File: config.mk
export PLATFORM = sky130hd
export DESIGN_NAME = brick_collider_flat
export DESIGN_NICKNAME = d
export VERILOG_FILES = /design/src/rtl/brick_collider_if.sv /design/src/rtl/brick_collider.sv /design/src/flat_wrapper.sv
export SDC_FILE = /design/constraint.sdc
export NUM_CORES = 1
export LEC_CHECK = 0
export ABC_AREA = 1
export CAP_MARGIN = 20
export CORE_AREA = 2 2 121 123
export DETAILED_ROUTE_END_ITERATION = 10
export DIE_AREA = 0 0 123 125
export PLACE_DENSITY = 0.68
export SKIP_CTS_REPAIR_TIMING = 1
export SLEW_MARGIN = 5
export SYNTH_ARGS = -nofsm -noshare
export SYNTH_HDL_FRONTEND = slang
export SYNTH_SLANG_ARGS = --single-unit
File: constraint.sdc
create_clock -name clk -period 6.8 [get_ports clk]
set_clock_uncertainty 0.2 [all_clocks]
set_input_delay 1.02 -clock clk [delete_from_list [all_inputs] [get_ports clk]]
set_output_delay 1.02 -clock clk [all_outputs]
set_load 0.01 [all_outputs]
File: src/rtl/brick_collider_if.sv
// Bundle between the game-state tick logic, the brick map store and the collider.
//   start / ball_*      : per-tick request and ball state (driven by the game logic)
//   busy / done         : progress and 1-cycle completion pulse
//   hit / new_dir /
//   score_inc           : tick result, held until the next start
//   brk_addr / brk_we /
//   brk_wdata           : brick map access (1-cycle read latency, write on strobe)
//   brk_rdata           : hit points of brk_addr, one cycle after the address
// The slave modport is the collider's view; the master modport is the surrounding system.
interface brick_collider_if;
  logic       start;
  logic [9:0] ball_x;
  logic [9:0] ball_y;
  logic [9:0] ball_vx;
  logic [9:0] ball_vy;
  logic [1:0] ball_dir;
  logic       busy;
  logic       done;
  logic       hit;
  logic [1:0] new_dir;
  logic [1:0] score_inc;
  logic [8:0] brk_addr;
  logic [2:0] brk_rdata;
  logic       brk_we;
  logic [2:0] brk_wdata;

  modport slave (
    input  start, ball_x, ball_y, ball_vx, ball_vy, ball_dir, brk_rdata,
    output busy, done, hit, new_dir, score_inc, brk_addr, brk_we, brk_wdata
  );

  modport master (
    output start, ball_x, ball_y, ball_vx, ball_vy, ball_dir, brk_rdata,
    input  busy, done, hit, new_dir, score_inc, brk_addr, brk_we, brk_wdata
  );
endinterface

File: src/rtl/brick_collider.sv
// Per-game-tick ball/brick collision resolver.
// On start it probes the brick map one step ahead of the ball on the x axis, then on the
// y axis, decrements the hit points of any struck brick, reflects the direction bits and
// counts bricks taken to zero.
//   clk  : system clock
//   rst  : asynchronous active-low reset
//   bus  : brick_collider_if.slave (request, result and brick map port)
module brick_collider #(
  parameter int unsigned COLS    = 20,
  parameter int unsigned ROWS    = 24,
  parameter int unsigned BRICK_W = 32,
  parameter int unsigned BRICK_H = 10,
  parameter int unsigned BALL_R  = 4
) (
  input logic             clk,
  input logic             rst,
  brick_collider_if.slave bus
);

  typedef enum logic [2:0] {StIdle, StRdx, StEvx, StRdy, StEvy, StDone} state_e;

  localparam int unsigned ColShift = $clog2(BRICK_W);
  localparam logic [10:0] MapW     = 11'(COLS * BRICK_W);
  localparam logic [10:0] MapH     = 11'(ROWS * BRICK_H);
  localparam logic [10:0] Radius   = 11'(BALL_R);
  localparam logic [10:0] ColsW    = 11'(COLS);
  localparam logic [10:0] BrickH   = 11'(BRICK_H);

  // Returns {in_map, cell}. Probe coordinates are 11-bit two's complement, so bit 10
  // set means the probe went negative.
  function automatic logic [9:0] probe_cell(input logic [10:0] px, input logic [10:0] py);
    logic        in_map;
    logic [10:0] col;
    logic [10:0] row;
    in_map = !px[10] && !py[10] && (px < MapW) && (py < MapH);
    col    = px >> ColShift;
    row    = py / BrickH;
    probe_cell = in_map ? {1'b1, 9'(row * ColsW + col)} : 10'd0;
  endfunction

  state_e     state_q, state_d;
  logic [9:0] x_q, x_d;
  logic [9:0] y_q, y_d;
  logic [9:0] vy_q, vy_d;
  logic [1:0] dir_q, dir_d;
  logic       hit_q, hit_d;
  logic [1:0] score_q, score_d;
  logic       busy_q, busy_d;
  logic       done_q, done_d;
  logic [8:0] addr_q, addr_d;
  logic       in_map_q, in_map_d;
  logic [8:0] x_cell_q, x_cell_d;
  logic       x_hit_q, x_hit_d;
  logic       brk_we;
  logic [2:0] brk_wdata;

  logic [10:0] x_probe_px;
  logic [10:0] y_probe_py;
  logic [9:0]  x_probe;
  logic [9:0]  y_probe;
  logic        rd_hit;

  // The x probe is formed from the raw inputs so its address is ready in RDX; only the
  // values needed later for the y probe are latched.
  assign x_probe_px = bus.ball_dir[1] ? {1'b0, bus.ball_x} + {1'b0, bus.ball_vx} + Radius
                                      : {1'b0, bus.ball_x} - {1'b0, bus.ball_vx} - Radius;
  assign y_probe_py = dir_q[0] ? {1'b0, y_q} + {1'b0, vy_q} + Radius
                               : {1'b0, y_q} - {1'b0, vy_q} - Radius;
  assign x_probe    = probe_cell(x_probe_px, {1'b0, bus.ball_y});
  assign y_probe    = probe_cell({1'b0, x_q}, y_probe_py);
  assign rd_hit     = in_map_q && (bus.brk_rdata != 3'd0);

  always_comb begin
    state_d   = state_q;
    x_d       = x_q;
    y_d       = y_q;
    vy_d      = vy_q;
    dir_d     = dir_q;
    hit_d     = hit_q;
    score_d   = score_q;
    busy_d    = busy_q;
    done_d    = 1'b0;
    addr_d    = addr_q;
    in_map_d  = in_map_q;
    x_cell_d  = x_cell_q;
    x_hit_d   = x_hit_q;
    brk_we    = 1'b0;
    brk_wdata = 3'd0;
    unique case (state_q)
      StIdle: begin
        if (bus.start) begin
          x_d                = bus.ball_x;
          y_d                = bus.ball_y;
          vy_d               = bus.ball_vy;
          dir_d              = bus.ball_dir;
          hit_d              = 1'b0;
          score_d            = 2'd0;
          x_hit_d            = 1'b0;
          busy_d             = 1'b1;
          {in_map_d, addr_d} = x_probe;
          state_d            = StRdx;
        end
      end
      StRdx: state_d = StEvx;
      StEvx: begin
        if (rd_hit) begin
          brk_we    = 1'b1;
          brk_wdata = bus.brk_rdata - 3'd1;
          dir_d[1]  = ~dir_q[1];
          hit_d     = 1'b1;
          x_hit_d   = 1'b1;
          if (bus.brk_rdata == 3'd1) score_d = score_q + 2'd1;
        end
        x_cell_d           = addr_q;
        {in_map_d, addr_d} = y_probe;
        state_d            = StRdy;
      end
      StRdy: state_d = StEvy;
      StEvy: begin
        // A brick already struck by the x probe only reflects the y axis; its hit
        // points were already taken.
        if (in_map_q && x_hit_q && (addr_q == x_cell_q)) begin
          dir_d[0] = ~dir_q[0];
        end else if (rd_hit) begin
          brk_we    = 1'b1;
          brk_wdata = bus.brk_rdata - 3'd1;
          dir_d[0]  = ~dir_q[0];
          hit_d     = 1'b1;
          if (bus.brk_rdata == 3'd1) score_d = score_q + 2'd1;
        end
        busy_d  = 1'b0;
        done_d  = 1'b1;
        state_d = StDone;
      end
      StDone:  state_d = StIdle;
      default: state_d = StIdle;
    endcase
  end

  always_ff @(posedge clk or negedge rst) begin
    if (!rst) begin
      state_q  <= StIdle;
      x_q      <= '0;
      y_q      <= '0;
      vy_q     <= '0;
      dir_q    <= '0;
      hit_q    <= 1'b0;
      score_q  <= '0;
      busy_q   <= 1'b0;
      done_q   <= 1'b0;
      addr_q   <= '0;
      in_map_q <= 1'b0;
      x_cell_q <= '0;
      x_hit_q  <= 1'b0;
    end else begin
      state_q  <= state_d;
      x_q      <= x_d;
      y_q      <= y_d;
      vy_q     <= vy_d;
      dir_q    <= dir_d;
      hit_q    <= hit_d;
      score_q  <= score_d;
      busy_q   <= busy_d;
      done_q   <= done_d;
      addr_q   <= addr_d;
      in_map_q <= in_map_d;
      x_cell_q <= x_cell_d;
      x_hit_q  <= x_hit_d;
    end
  end

  assign bus.busy      = busy_q;
  assign bus.done      = done_q;
  assign bus.hit       = hit_q;
  assign bus.new_dir   = dir_q;
  assign bus.score_inc = score_q;
  assign bus.brk_addr  = addr_q;
  assign bus.brk_we    = brk_we;
  assign bus.brk_wdata = brk_wdata;

endmodule

File: src/flat_wrapper.sv
// flat-port wrapper written by rule: the top's interface ports become plain ports
module brick_collider_flat 
#(
  parameter int unsigned COLS    = 20,
  parameter int unsigned ROWS    = 24,
  parameter int unsigned BRICK_W = 32,
  parameter int unsigned BRICK_H = 10,
  parameter int unsigned BALL_R  = 4
)
  (clk, rst, bus_start, bus_ball_x, bus_ball_y, bus_ball_vx, bus_ball_vy, bus_ball_dir, bus_brk_rdata, bus_busy, bus_done, bus_hit, bus_new_dir, bus_score_inc, bus_brk_addr, bus_brk_we, bus_brk_wdata);
  brick_collider_if bus_i ();
  input logic clk;
  input logic rst;
  input wire logic [$bits(bus_i.start)-1:0] bus_start;
  input wire logic [$bits(bus_i.ball_x)-1:0] bus_ball_x;
  input wire logic [$bits(bus_i.ball_y)-1:0] bus_ball_y;
  input wire logic [$bits(bus_i.ball_vx)-1:0] bus_ball_vx;
  input wire logic [$bits(bus_i.ball_vy)-1:0] bus_ball_vy;
  input wire logic [$bits(bus_i.ball_dir)-1:0] bus_ball_dir;
  input wire logic [$bits(bus_i.brk_rdata)-1:0] bus_brk_rdata;
  output wire logic [$bits(bus_i.busy)-1:0] bus_busy;
  output wire logic [$bits(bus_i.done)-1:0] bus_done;
  output wire logic [$bits(bus_i.hit)-1:0] bus_hit;
  output wire logic [$bits(bus_i.new_dir)-1:0] bus_new_dir;
  output wire logic [$bits(bus_i.score_inc)-1:0] bus_score_inc;
  output wire logic [$bits(bus_i.brk_addr)-1:0] bus_brk_addr;
  output wire logic [$bits(bus_i.brk_we)-1:0] bus_brk_we;
  output wire logic [$bits(bus_i.brk_wdata)-1:0] bus_brk_wdata;
  assign bus_i.start = bus_start;
  assign bus_i.ball_x = bus_ball_x;
  assign bus_i.ball_y = bus_ball_y;
  assign bus_i.ball_vx = bus_ball_vx;
  assign bus_i.ball_vy = bus_ball_vy;
  assign bus_i.ball_dir = bus_ball_dir;
  assign bus_i.brk_rdata = bus_brk_rdata;
  assign bus_busy = bus_i.busy;
  assign bus_done = bus_i.done;
  assign bus_hit = bus_i.hit;
  assign bus_new_dir = bus_i.new_dir;
  assign bus_score_inc = bus_i.score_inc;
  assign bus_brk_addr = bus_i.brk_addr;
  assign bus_brk_we = bus_i.brk_we;
  assign bus_brk_wdata = bus_i.brk_wdata;
  brick_collider #(.COLS(COLS), .ROWS(ROWS), .BRICK_W(BRICK_W), .BRICK_H(BRICK_H), .BALL_R(BALL_R)) u_core (.clk(clk), .rst(rst), .bus(bus_i));
endmodule
==> flow_metrics.py <==
metrics = {
    "run_status": {
        "status": "finished with violations",
        "failed_checks": "negative setup slack",
    },
    "sta": {
        "final_critical_path_setup_slack_ns": -0.192,
        "max_slew.worst_pin.slew_ns": 0.869,
        "timing_hold_violations_final": 0,
        "setup_viol_count_final": 1,
        "slew_violations": 0,
        "final.min_clock_period_ns": 6.99,
        "final.setup.tns_ns": -0.192,
        "achievable-frequency_mhz": 143,
        "relSlewSlack": 0.420,
        "fin_worst_hold_slack_ns": 0.295,
        "post-route-period-util": 1.03,
        "grt_setup_unrepaired": "yes",
    },
    "placement": {
        "place.port_buffers": 67,
        "hpwl_um": 12400,
        "post_dp_cell_area_mm2": 0.00735,
        "place_congestion": 0.915,
        "pre_cts_slack_ns": -0.244,
    },
    "yosys": {
        "synthesis.nets": 1063,
        "portion_of_synthesized_cell_area_occupied_by_the_leading_cell_type": 0.220,
        "post_synth_instance_area_mm2": 0.00626,
        "synth_cells": 917,
        "synthDominantAreaCellType": "sky130_fd_sc_hd__dfrtp_1",
        "avgSynthCellArea_um2": 6.83,
        "synth-edff-count": 0,
        "ys.warnings.count": 0,
        "dominantRegCellSynth": "sky130_fd_sc_hd__dfrtp_1",
        "synth_seq_area_share": 0.220,
        "synth-async-reset-ratio": 1.00,
        "synth_seq_cells": 55,
        "synth_top_cells_by_area": "sky130_fd_sc_hd__dfrtp_1 (22%), sky130_fd_sc_hd__ha_1 (18%), sky130_fd_sc_hd__nand2_1 (13%)",
        "ys_types": 45,
    },
    "min_path": {
        "min_path_type": "flop to flop",
        "hp-start": "u_core.x_q[6]",
    },
    "global_routing": {
        "antenna_found_initial": 0,
        "vias_in_the_first_global_route": 5612,
        "grt_use_total": 0.204,
        "grt_first_pass_wirelength_um": 25400,
        "gr-total-overflow": 0,
        "grt_max_degree": 56,
    },
    "clocking": {
        "cts_made_buffers": 5,
        "clock_path_buffers": 2,
        "htree_depth": 2,
        "clk_latency_ns": 0.31,
        "cts.sink_count": 55,
        "clk_slew_on_worst_s_h_paths_ns": 0.08,
        "ctsRootBufferMaster": "sky130_fd_sc_hd__clkbuf_16",
        "tritoncts": "built",
    },
    "die": {
        "fp.dieW_um": 123,
        "dieHeight_um": 125,
        "die_ar_mm2": 0.0154,
        "pin_count": 68,
        "core.rowCount": 44,
        "core_area_mm2": 0.0142,
        "start_util": 0.441,
    },
    "drt": {
        "drt_first_pass_iters": 5,
        "vias": 6121,
        "drt-total-wl_um": 16200,
        "first_iter_violations": 289,
        "drc": 0,
        "routed_via_density": 5.02,
        "wl_per_cell_um": 13.3,
        "detail-route-antenna-nets": 0,
    },
    "critical_path": {
        "worstPathRequired_ns": 6.78,
        "worstPathMaxFanout": 4,
        "timing.critical_path.from": "u_core.y_q[1]",
        "reg_to_reg_startpoint": "u_core.y_q[1]",
        "critPathLaunchType": "flop",
        "critical_path.endpoint_type": "flop",
        "cpPeakStageDelay_ns": 0.55,
        "arrival_ns": 6.97,
        "crit_type": "flop to flop",
        "crit_top_cell": "sky130_fd_sc_hd__nand2_2",
        "critPathSlowestCell": "sky130_fd_sc_hd__fa_2",
    },
    "final_layout": {
        "fill_cells": 1311,
        "antenna_cells": 0,
        "nNetsFinal": 1181,
        "final-seq-area_mm2": 0.00138,
        "postLayoutCellArea_mm2": 0.00814,
        "synthToLayoutAreaGrowth_pct": 29.9,
        "area_used_by_multi_input_combinational_logic_mm2": 0.00464,
        "post_route_cells_drive_above_1_share": 0.196,
    },
    "job": {
        "timing.max_cap.violations": 0,
    },
}
[sequential cells by signal (all words and copies together), names as in the netlist, 2 cells and up]
signal,cells
u_core.bus.score_inc,2
u_core.x_q,5
u_core.vy_q,10
u_core.y_q,10
u_core.state_q,3
u_core.bus.brk_addr,9
u_core.x_cell_q,9
u_core.bus.new_dir,2
[metrics by stage]
stage	util	instances
after global placement	0.518	1189
after floorplan	-	917
after global routing	0.573	1220
final	0.573	1220
after CTS	0.529	1197
after detailed placement	0.518	1189
[logic make-up (layout without fill, tap and decap cells)]
| family | Yosys count | count (layout) | synth area share |
|---|---|---|---|
| fa+ha+maj | 98 | 98 | 0.203 |
| simple gates | 409 | 409 | 0.293 |
| buf+inv | 187 | 306 | 0.112 |
| compound gates | 136 | 136 | 0.128 |
| xor+xnor | 32 | 32 | 0.0447 |
| flops | 55 | 55 | 0.220 |
[layout by cell type (no fill, tap or decap), types with 11 or more instances in the layout]
| master | netlist | final |
|---|---|---|
| sky130_fd_sc_hd__nand2_1 | 215 | 191 |
| sky130_fd_sc_hd__inv_1 | 164 | 156 |
| sky130_fd_sc_hd__ha_1 | 92 | 80 |
| sky130_fd_sc_hd__clkdlybuf4s50_1 | 0 | 66 |
| sky130_fd_sc_hd__nor2_1 | 74 | 65 |
| sky130_fd_sc_hd__dfrtp_1 | 55 | 55 |
| sky130_fd_sc_hd__buf_4 | 0 | 52 |
| sky130_fd_sc_hd__nand3_1 | 60 | 46 |
| sky130_fd_sc_hd__o21ai_0 | 48 | 44 |
| sky130_fd_sc_hd__a21oi_1 | 43 | 41 |
| sky130_fd_sc_hd__nand2_2 | 17 | 31 |
| sky130_fd_sc_hd__inv_2 | 12 | 20 |
| sky130_fd_sc_hd__xor2_1 | 19 | 18 |
| sky130_fd_sc_hd__nand3_2 | 8 | 17 |
| sky130_fd_sc_hd__nand2_4 | 7 | 17 |
| sky130_fd_sc_hd__xnor2_1 | 13 | 11 |
| sky130_fd_sc_hd__ha_4 | 0 | 11 |
[cell type report]
cell class                 instances  share of cell area
clock buffer                       5              0.0154
clock inverter                     3             0.00415
inverter                         178              0.0821
multi-input combinational        675               0.570
sequential                        55               0.169
tap                              184              0.0283
timing repair buffer             120               0.131
[critical path: cells and delay by family, from the launching register on]
kind	cells	cell delay (ns)
AO/OA/AOI/OAI	4	0.58
XOR/XNOR	3	0.54
adder cells (fa/ha/maj)	7	1.91
buffers and inverters	7	0.54
flip-flops	1	0.42
AND/OR/NAND/NOR	33	2.66
[layer usage]
metal | wire length [um] | share of wire | GRT usage
met3 | 654 | 0.040 | 0.0237
met4 | 374 | 0.023 | 0.0635
met2 | 7880 | 0.49 | 0.339
met1 | 7330 | 0.45 | 0.276
met5 | 0 | 0 | 0
[path summary, 6_finish.rpt]
| kind | to | slack [ns] | cells after the start |
|---|---|---|---|
| hold / removal | u_core.x_q[6] | 0.30 | 2 |
| max in group asynchronous | u_core.bus.brk_addr[4] | 5.29 | 2 |
| setup reg to reg | u_core.bus.brk_addr[8] | -0.19 | 54 |
| min in group asynchronous | u_core.y_q[7] | 0.63 | 2 |
| hold reg to reg | u_core.x_q[6] | 0.30 | 2 |
| setup / recovery | u_core.bus.brk_addr[8] | -0.19 | 54 |
[cell usage after synthesis, types with 2 or more instances]
library cell and instances:
sky130_fd_sc_hd__inv_1 164, sky130_fd_sc_hd__clkbuf_1 9, sky130_fd_sc_hd__a21oi_1 43, sky130_fd_sc_hd__nor3_1 6, sky130_fd_sc_hd__fa_1 6, sky130_fd_sc_hd__a211oi_1 3
sky130_fd_sc_hd__o21ai_1 4, sky130_fd_sc_hd__nand4_1 5, sky130_fd_sc_hd__o211ai_1 2, sky130_fd_sc_hd__or2_2 9, sky130_fd_sc_hd__a31oi_1 3, sky130_fd_sc_hd__o21bai_1 4
sky130_fd_sc_hd__o31ai_1 2, sky130_fd_sc_hd__xor2_1 19, sky130_fd_sc_hd__a21oi_2 2, sky130_fd_sc_hd__ha_1 92, sky130_fd_sc_hd__nand3b_1 3, sky130_fd_sc_hd__nor2_1 74
sky130_fd_sc_hd__nand3_1 60, sky130_fd_sc_hd__o221ai_1 2, sky130_fd_sc_hd__o21a_1 3, sky130_fd_sc_hd__o22ai_1 2, sky130_fd_sc_hd__nand3_2 8, sky130_fd_sc_hd__nand2_4 7
sky130_fd_sc_hd__o21ai_0 48, sky130_fd_sc_hd__clkinv_1 2, sky130_fd_sc_hd__nand2_1 215, sky130_fd_sc_hd__inv_2 12, sky130_fd_sc_hd__a22oi_1 6, sky130_fd_sc_hd__nor2_2 2
sky130_fd_sc_hd__dfrtp_1 55, sky130_fd_sc_hd__o21ai_2 4, sky130_fd_sc_hd__nand2_2 17, sky130_fd_sc_hd__xnor2_1 13
Power is not shown: default switching activity piles up to over one toggle a cycle in this logic, so the estimate is an artifact.
